## config.mk

```make
export PLATFORM = sky130hd
export DESIGN_NAME = rowbias_server
export DESIGN_NICKNAME = d
export VERILOG_FILES = /design/src/rtl/rowbias_server.sv
export SDC_FILE = /design/constraint.sdc
export NUM_CORES = 1
export LEC_CHECK = 0
export BUFFER_PORTS_ARGS = -buffer_cell sky130_fd_sc_hd__buf_2
export CAP_MARGIN = 0
export CORE_MARGIN = 2
export CORE_UTILIZATION = 33
export CTS_CLUSTER_DIAMETER = 60
export DETAILED_ROUTE_END_ITERATION = 7
export PLACE_DENSITY = 0.75
export SLEW_MARGIN = 25
export SYNTH_ARGS = -nofsm -noshare
export SYNTH_HDL_FRONTEND = slang
export SYNTH_SLANG_ARGS = --single-unit
```

## constraint.sdc

```tcl
create_clock -name clock -period 0.8 [get_ports clock]
set_input_delay 0.16 -clock clock [delete_from_list [all_inputs] [get_ports clock]]
set_output_delay 0.16 -clock clock [all_outputs]
set_load 0.05 [all_outputs]
```

## src/rtl/rowbias_server.sv

```systemverilog
// rtl/rowbias_server.sv - per-row 1-hot bias table server with optional LFSR Fisher-Yates reshuffle.
// Define ROWBIAS_SHUFFLE_EN to enable the shuffle FSM; otherwise the table is a fixed identity.
module rowbias_server #(
  parameter int          LEN  = 9,
  parameter logic [15:0] SEED = 16'hACE1
) (
  input  logic           clock,
  input  logic           reset,
  input  logic [LEN:0]   rqindex,
  input  logic           updaterowbias,
  output logic [LEN-1:0] rowbias,
  input  logic           shuffle,
  input  logic           reseed,
  input  logic [15:0]    seed,
  output logic           busy,
  output logic           rq_err
);

  localparam int W = (LEN > 1) ? $clog2(LEN) : 1;

  logic [LEN-1:0] bias [LEN];

`ifdef ROWBIAS_SHUFFLE_EN
  typedef enum logic [1:0] {FILL, SHUF, READY} state_t;

  localparam logic [W-1:0] LAST = W'(LEN - 1);

  state_t      state;
  logic [15:0] lfsr;
  logic [15:0] lfsr_next;
  logic [W-1:0] idx;
  logic [W-1:0] cand;
  logic [2:0]  retries;

  // Galois form, taps 16,14,13,11
  assign lfsr_next = {1'b0, lfsr[15:1]} ^ (lfsr[0] ? 16'hB400 : 16'h0000);
  assign cand      = lfsr[W-1:0];

  always_ff @(posedge clock or negedge reset) begin
    if (!reset) begin
      state   <= FILL;
      busy    <= 1'b1;
      lfsr    <= SEED;
      idx     <= LAST;
      retries <= '0;
      for (int k = 0; k < LEN; k++) bias[k] <= LEN'(1) << k;
    end else begin
      lfsr <= (reseed && seed != 16'h0000) ? seed : lfsr_next;
      case (state)
        FILL: begin
          for (int k = 0; k < LEN; k++) bias[k] <= LEN'(1) << k;
          retries <= '0;
          state   <= SHUF;
        end
        SHUF: begin
          // the 8th try at one index is forced so a full pass is bounded
          if (cand <= idx || retries == 3'd7) begin
            if (cand <= idx) begin
              bias[idx]  <= bias[cand];
              bias[cand] <= bias[idx];
            end
            retries <= '0;
            idx     <= idx - W'(1);
            if (idx == W'(1)) begin
              state <= READY;
              busy  <= 1'b0;
            end
          end else begin
            retries <= retries + 3'd1;
          end
        end
        READY: begin
          if (shuffle) begin
            idx   <= LAST;
            state <= FILL;
            busy  <= 1'b1;
          end
        end
        default: begin
          state <= FILL;
          busy  <= 1'b1;
        end
      endcase
    end
  end
`else
  logic unused_cfg;
  assign unused_cfg = ^{shuffle, reseed, seed, SEED};
  assign busy       = 1'b0;

  always_comb begin
    for (int k = 0; k < LEN; k++) bias[k] = LEN'(1) << k;
  end
`endif

  logic           is_onehot;
  logic [LEN-1:0] pick;

  always_comb begin
    is_onehot = (rqindex != '0) &&
                ((rqindex & (rqindex - {{LEN{1'b0}}, 1'b1})) == '0);
    pick = '0;
    for (int k = 0; k < LEN; k++) begin
      if (rqindex[k]) pick = pick | bias[k];
    end
  end

  always_ff @(posedge clock or negedge reset) begin
    if (!reset) begin
      rowbias <= '0;
      rq_err  <= 1'b0;
    end else if (updaterowbias) begin
      if (busy || !is_onehot) begin
        rowbias <= '0;
        rq_err  <= 1'b1;
      end else if (rqindex[LEN]) begin
        rowbias <= '0;
      end else begin
        rowbias <= pick;
      end
    end
  end

endmodule

```

Word-level counts from Yosys, hierarchy flattened --
Cells that the tools add are included.
Word-level totals: logic and storage cells 20, register bits 10, output and inout bits 11
Operators by class: add/subtract/negate cells 1, muxes and demuxes 11, bitwise operators 2, reduce and logical (&&, ||, !) cells 4
Operator list (number):
- $mux W9 | 3
- $and A10 B10 Y10 | 1
- $logic_not A10 Y1 | 1
- $reduce_bool A10 Y1 | 1
- $sub A10 B1 Y10 const B | 1
- $mux W8 | 1
- $mux W7 | 1
- $mux W6 | 1
- $mux W5 | 1
- $mux W4 | 1
- $mux W3 | 1
- $mux W2 | 1
- $reduce_and A2 Y1 | 1
- $logic_and A1 B1 Y1 | 1
- $mux W1 | 1
- $not A1 Y1 | 1

Longest topological paths before layout --
Gate-level depths: netlist of run 1.
depth after elaboration 11, mapped depth 5, depth with buffers taken out 5

Worst setup path before layout of run 1 --
No wires, ideal clock.
kind in2reg, from input port rqindex[0], to register rowbias[4], cell stages on the path 5, data required time 0.734 ns, buffers on the path 0, path slack -0.520 ns, arrival 1.254 ns, path through nor4_2 and3_1 o21bai_1 and4bb_4 a22o_1
Between the ends: cells in the longest elaborated chain, start to end 5
Ends and longest elaborated chain:
- from (decl) | RTL line 9 | input logic [LEN:0] rqindex,
- $sub A10 B1 Y10 | RTL line 101 | ((rqindex & (rqindex - {{LEN{1'b0}}, 1'b1})) == '0);
- $and A10 B10 Y10 | RTL line 101
- $logic_not A10 Y1 | RTL line 101
- $logic_and A1 B1 Y1 * | RTL line 100 | is_onehot = (rqindex != '0) &&
- $mux W9 * | RTL line 113 | if (busy || !is_onehot) begin
- to (signal assigned) | RTL line 119 | rowbias <= pick;
- to (decl) | RTL line 11 | output logic [LEN-1:0] rowbias,
Every way passes the cells marked *; elsewhere a longest branch is shown, timed or not. A chain may end at the register's enable or synchronous reset.

Final worst setup path of run 1 --
from input port rqindex[2], to register rowbias[6]
The elaborated chain is that of the path after synthesis.

==> results of run 1 <==
-- cell type report --
cell class / count / area share, %
inverters: 1 / 0.378
repair buffers: 48 / 38.9
multi-input cells: 36 / 29.7
clock buffers: 4 / 3.65
flip-flops and latches: 10 / 25.3
well taps: 16 / 2.02
-- registers in the layout (all words and copies together), names as in the netlist --
signal	flops
rowbias	9
rq_err	1
-- cell families (layout without fill, tap and decap cells) --
family | count (synthesis) | in the layout
AOI/OAI and AO/OA | 16 | 16
and+or+nand+nor | 18 | 18
buffers and inverters | 2 | 53
adders and majority gates | 1 | 1
DFF | 10 | 10
other | 1 | 1
-- power breakdown --
part	switching (mW)	internal, mW
Sequential	0.000961	0.506
Combinational	0.120	0.112
Clock	0.180	0.276
-- routing by layer --
layer  share of wire [%]  wire, microns  track usage (%)  vias up
met2                  52            862             32.2       17
li1                    -              -                -      291
met1                  42            688             22.1      295
met3                 4.6             75             4.58        4
met5                   0              0                0        -
met4                 1.2             19             8.48        0
-- what timing repair did --
action | 4_1_cts | 5_1_grt
endpoints found under the setup margin | 20 | 20
gates resized for setup | 32 | 3
hold buffers | 1 | 0
setup buffers | 7 | 2
pin swaps | 11 | 10
hold endpoints to repair | 10 | 0
-- per-stage QoR --
| step | util (%) | hold slack (ns) | setup TNS (ns) | power [mW] | instances |
|---|---|---|---|---|---|
| 2_1_floorplan | - | -0.136 | -3.98 | 0.579 | 48 |
| 3_3_place_gp | 51.6 | 0.0280 | -6.25 | 0.704 | 101 |
| 3_5_place_dp | 51.6 | 0.0342 | -6.76 | 0.710 | 101 |
| 4_1_cts | 64.8 | 0.185 | -5.33 | 1.19 | 113 |
| 5_1_grt | 66.7 | 0.188 | -6.41 | 1.24 | 115 |
| 6_report | 66.7 | 0.180 | -5.68 | 1.19 | 115 |
-- synthesized netlist by cell type --
| master | count |
|---|---|
| and4bb_1 | 1 |
| nand2_1 | 3 |
| and3_1 | 1 |
| dfrtp_1 | 10 |
| a21oi_1 | 3 |
| maj3_1 | 1 |
| o21bai_1 | 1 |
| nor2_1 | 5 |
| o21ai_0 | 2 |
| nor3_2 | 1 |
| a32o_1 | 1 |
| nand3b_1 | 1 |
| a22o_1 | 8 |
| nor3_1 | 3 |
| and4bb_4 | 1 |
| clkinv_1 | 1 |
| nor4_2 | 1 |
| buf_4 | 1 |
| a2111oi_0 | 1 |
| conb_1 | 1 |
| and4_1 | 1 |
-- tightest hold or removal path: stages --
cell and delay (ns):
buf_2 0.09, nor2_1 0.04, a21oi_1 0.10
-- how the worst min path moves through the flow --
stage,to
2_1_floorplan,rowbias[0]$_DFFE_PN0P_
3_3_place_gp,rowbias[7]$_DFFE_PN0P_
3_5_place_dp,rowbias[7]$_DFFE_PN0P_
4_1_cts,rq_err$_DFFE_PN0P_
5_1_grt,rq_err$_DFFE_PN0P_
6_report,rq_err$_DFFE_PN0P_
==> impl_metrics.toml, run 1 <==
[status]
status = "finished, violations left"
violations = "negative setup slack"

[grt]
grt_antenna_before_repair = 0
grt_pass1_wl_mm = 2.57
grt_usage_pct = 18.8
grt_pass1_vias = 589
grt_max_degree = 11
overflow = 0

[detailed_routing]
drtIter0Drc = 12
num_vias = 607
wire_per_inst_microns = 14.3
totalWireLength_mm = 1.65
postRouteAntennaNets = 0
drc = 0
dr.pass1.iters = 4
vias_per_cell = 5.28

[power_and_ir_drop]
p_leak_nw = 0.495
irDropWorstVdd_mv = 0.747
power.density_nw_per_um2 = 1200

[floorplanning]
start_util_pct = 34.6
die-area_sq_um = 1890
io_pins = 42
die_x_microns = 43.5
coreArea_sq_um = 1490
die_h_microns = 43.5
placementRows = 14

[critical_path]
critPathTopFamily = "simple AND/OR/NAND/NOR gates"
cp.depth = 6
cp_max_fo = 6
crit_arrival_ns = 1.44
crit_path_max_incr_delay_ns = 0.41
cp-startpoint = "rqindex[2]"
endpoint_kind = "flip-flop"
crit_buf_inv = 1
r2r_cells = 3
reg2reg_setup_slack_ns = -0.10
rr_endpoint = "rq_err$_DFFE_PN0P_"
path_class = "primary input to flip-flop"
crit_end = "rowbias[6]$_DFFE_PN0P_"
required_ns = 1.00
crit_chain = "buf_8 -> nor4_4 -> and3_1 -> o21bai_1 -> and4bb_4 -> a22o_1"
r2r-start = "rq_err$_DFFE_PN0P_"
cp-start-kind = "primary input"
slowest_stage = "nor4_4"

[min_path]
hp-start = "updaterowbias"
min_path_type = "primary input to flip-flop"
min_path_cells = 3

[timing]
grt_setup_unrepaired = "yes"
setup_viol = 20
drv_slew = 0
finalCritPeriodShare_pct = 154
max_freq_ghz = 0.810
finalClockSkew_ns = 0
min_period_ns = 1.23
setup_ws_ns = -0.435
hold_violations = 0

[cts]
cts_buffer_depth = 2
root_buffer = "clkbuf_4"
insertion_delay_ns = 0.26
clkTransAtPathRegs_ns = 0.07
cts_tree = "yes"
cts_sinks = 10
cts_made_buffers = 3
cts_max_level = 1

[yosys]
synth_mux_area_share_pct = 0
synth.largest_area_cell = "dfrtp_1"
yosysWarnings = 0
yosysSeqAreaShare_pct = 48.5
synthSimpleGateAreaFrac_pct = 23.1
ys_top_cells_by_area = "dfrtp_1 (49%), a22o_1 (14%), nor2_1 (3.6%)"
yosys.area_share.xor_xnor_pct = 0
synth_cell_types = 21
synth_compound_area_share_pct = 23.5
yosysTopAreaCellShare_pct = 48.5
synth_top_family_by_area = "compound AO/OA/AOI/OAI gates"
syn_area_sq_um = 515
synthAdderAreaFrac_pct = 1.94
synthesis.instances = 48
syn_avg_cell_area_sq_um = 10.7
syn_nets = 79
ys_ff_latch = 10

[final_layout]
layout-drive-gt1-share_pct = 61.6
final_area_sq_um = 993
multi_input_area_sq_um = 295
n_antenna_cell = 0
final-seq-area_sq_um = 251
area_growth_pct = 92.7
layout_commonest_cell = "buf_4"
nFillCells = 115
final_cell_mix = "buf_4 (25), buf_6 (11), buf_2 (10)"
fin_nets = 131

[placed_design]
place_congestion = 0.824
pre_cts_ws_ns = -0.744
io_buffers = 22
placed_cell_area_sq_um = 768
place_hpwl_mm = 1.16

[run]
maxCapViolations = 0
Power figures use the tool's default switching activity.
==> inputs of run 2 (changes only) <==
Settings changed: CORE_MARGIN 2 to not set, CORE_UTILIZATION 33 to 39, CTS_CLUSTER_SIZE set to 12, PLACE_DENSITY 0.75 to 0.82.
Clock period 0.8 ns to 1.5 ns, I/O delays scaled along.
==> run 2 against run 1 <==
Effect of this change:
- the run now ends clean
- critical path depth rose by 2
- combinational power decreased by 57%
- sequential share of layout area increased by 6.8 points
- first-iteration DRC count down 67%
- largest cell class is now multi-input gates
- routed wire length shrank 9.0%
- global-route usage increased by 4.0 points
- clock power decreased by 60%
==> impl_metrics.toml, run 2 (synthesis results as in run 1) <==
[cts]
cts_sinks = 10
insertion_delay_ns = 0.26
cts_buffer_depth = 2
cts_made_buffers = 3
root_buffer = "clkbuf_4"
clkTransAtPathRegs_ns = 0.06
cts_max_level = 1
cts_tree = "yes"

[detailed_routing]
drc = 0
vias_per_cell = 5.53
drtIter0Drc = 4
wire_per_inst_microns = 14.8
num_vias = 559
dr.pass1.iters = 4
totalWireLength_mm = 1.50
postRouteAntennaNets = 0

[grt]
grt_antenna_before_repair = 0
grt_pass1_wl_mm = 2.20
grt_pass1_vias = 534
grt_max_degree = 11
overflow = 0
grt_usage_pct = 22.8

[critical_path]
path_class = "primary input to flip-flop"
endpoint_kind = "flip-flop"
crit_arrival_ns = 1.68
required_ns = 1.70
cp_max_fo = 6
cp-start-kind = "primary input"

[placed_design]
io_buffers = 22
dpl.cell_count = 96
place_hpwl_mm = 1.10
place_congestion = 0.829

[timing]
finalClockSkew_ns = 0
max_freq_ghz = 0.675
hold_violations = 0
setup_viol = 0
finalCritPeriodShare_pct = 98.8
setup_tns_ns = 0
min_period_ns = 1.48
drv_slew = 0

[floorplanning]
placementRows = 12
die_x_microns = 38.4
die_h_microns = 38.4
die-area_sq_um = 1470
coreArea_sq_um = 1170
io_pins = 42
start_util_pct = 44.0

[final_layout]
multi_input_area_sq_um = 260
final_cells = 101
largest_reg_flops = 9
area_growth_pct = 51.2
top_regs = "rowbias (9), rq_err (1)"
layout_commonest_cell = "buf_2"
n_antenna_cell = 0
nFillCells = 96
final_cell_mix = "buf_2 (22), buf_4 (14), dfrtp_1 (10)"
final-seq-area_sq_um = 250
regMostFlops = "rowbias"
layout-drive-gt1-share_pct = 48.3
fin_nets = 120

[status]
status = "finished clean"

[power_and_ir_drop]
p_leak_nw = 0.414
power.density_nw_per_um2 = 710
irDropWorstVdd_mv = 0.441

[min_path]
min_path_type = "primary input to flip-flop"

[run]
maxCapViolations = 0
-- run 2: what timing repair did --
action	4_1_cts	5_1_grt
resized for setup	0	2
endpoints found under the setup margin	0	4
hold buffers	1	0
buffers inserted	0	1
endpoints found under the hold margin	10	0
-- run 2: critical path, cell delays in order --
cell	delay [ns]
buf_2	0.11
nor4_2	0.27
buf_4	0.18
and4bb_1	0.23
nor3_1	0.06
buf_4	0.16
nor3_4	0.18
a22o_1	0.19
-- run 2: through the flow --
stage	util [%]	setup WS [ns]	cell area, sq um	hold WS (ns)	power [mW]
finish	66.6	0.0186	779	0.299	0.554
detailed placement	62.6	-0.247	733	0.174	0.368
global placement	62.6	-0.179	733	0.165	0.364
global route	66.6	-0.0352	779	0.316	0.577
CTS	65.4	0.0219	766	0.299	0.552
floorplan	-	0.0399	515	0.00441	0.308
-- run 2: area by class of cell --
cell class                      count  area share, %
Multi-Input combinational cell     36           33.4
Clock buffer                        3           2.89
Tap cell                           14           2.25
Timing Repair Buffer               37           28.9
Sequential cell                    10           32.1
Inverter                            1          0.482
-- run 2: worst paths after layout --
path,slack [ns],endpoint,from,depth (start not counted)
min in group asynchronous,0.43,rowbias[5]$_DFFE_PN0P_,reset,2
worst max register to register,0.66,rq_err$_DFFE_PN0P_,rq_err$_DFFE_PN0P_,2
worst min-delay path,0.30,rowbias[5]$_DFFE_PN0P_,rqindex[5],2
max in group asynchronous,0.87,rowbias[8]$_DFFE_PN0P_,reset,2
worst max-delay path,0.02,rowbias[2]$_DFFE_PN0P_,rqindex[2],8
worst min register to register,0.50,rowbias[8]$_DFFE_PN0P_,rowbias[8]$_DFFE_PN0P_,1
-- run 2: power by group --
| group | internal, mW | switching, mW | total [mW] |
|---|---|---|---|
| logic | 0.0454 | 0.0543 | 0.0996 |
| registers | 0.270 | 0.000347 | 0.271 |
| clock network | 0.0928 | 0.0908 | 0.184 |
-- run 2: per-layer routing --
layer / vias to the layer above / global-route usage [%] / part of all wire [%]
met5: - / 0 / 0
met4: 0 / 7.76 / 1.8
met3: 4 / 5.23 / 4.2
met2: 20 / 40.3 / 52
met1: 267 / 26.7 / 42
li1: 268 / - / -
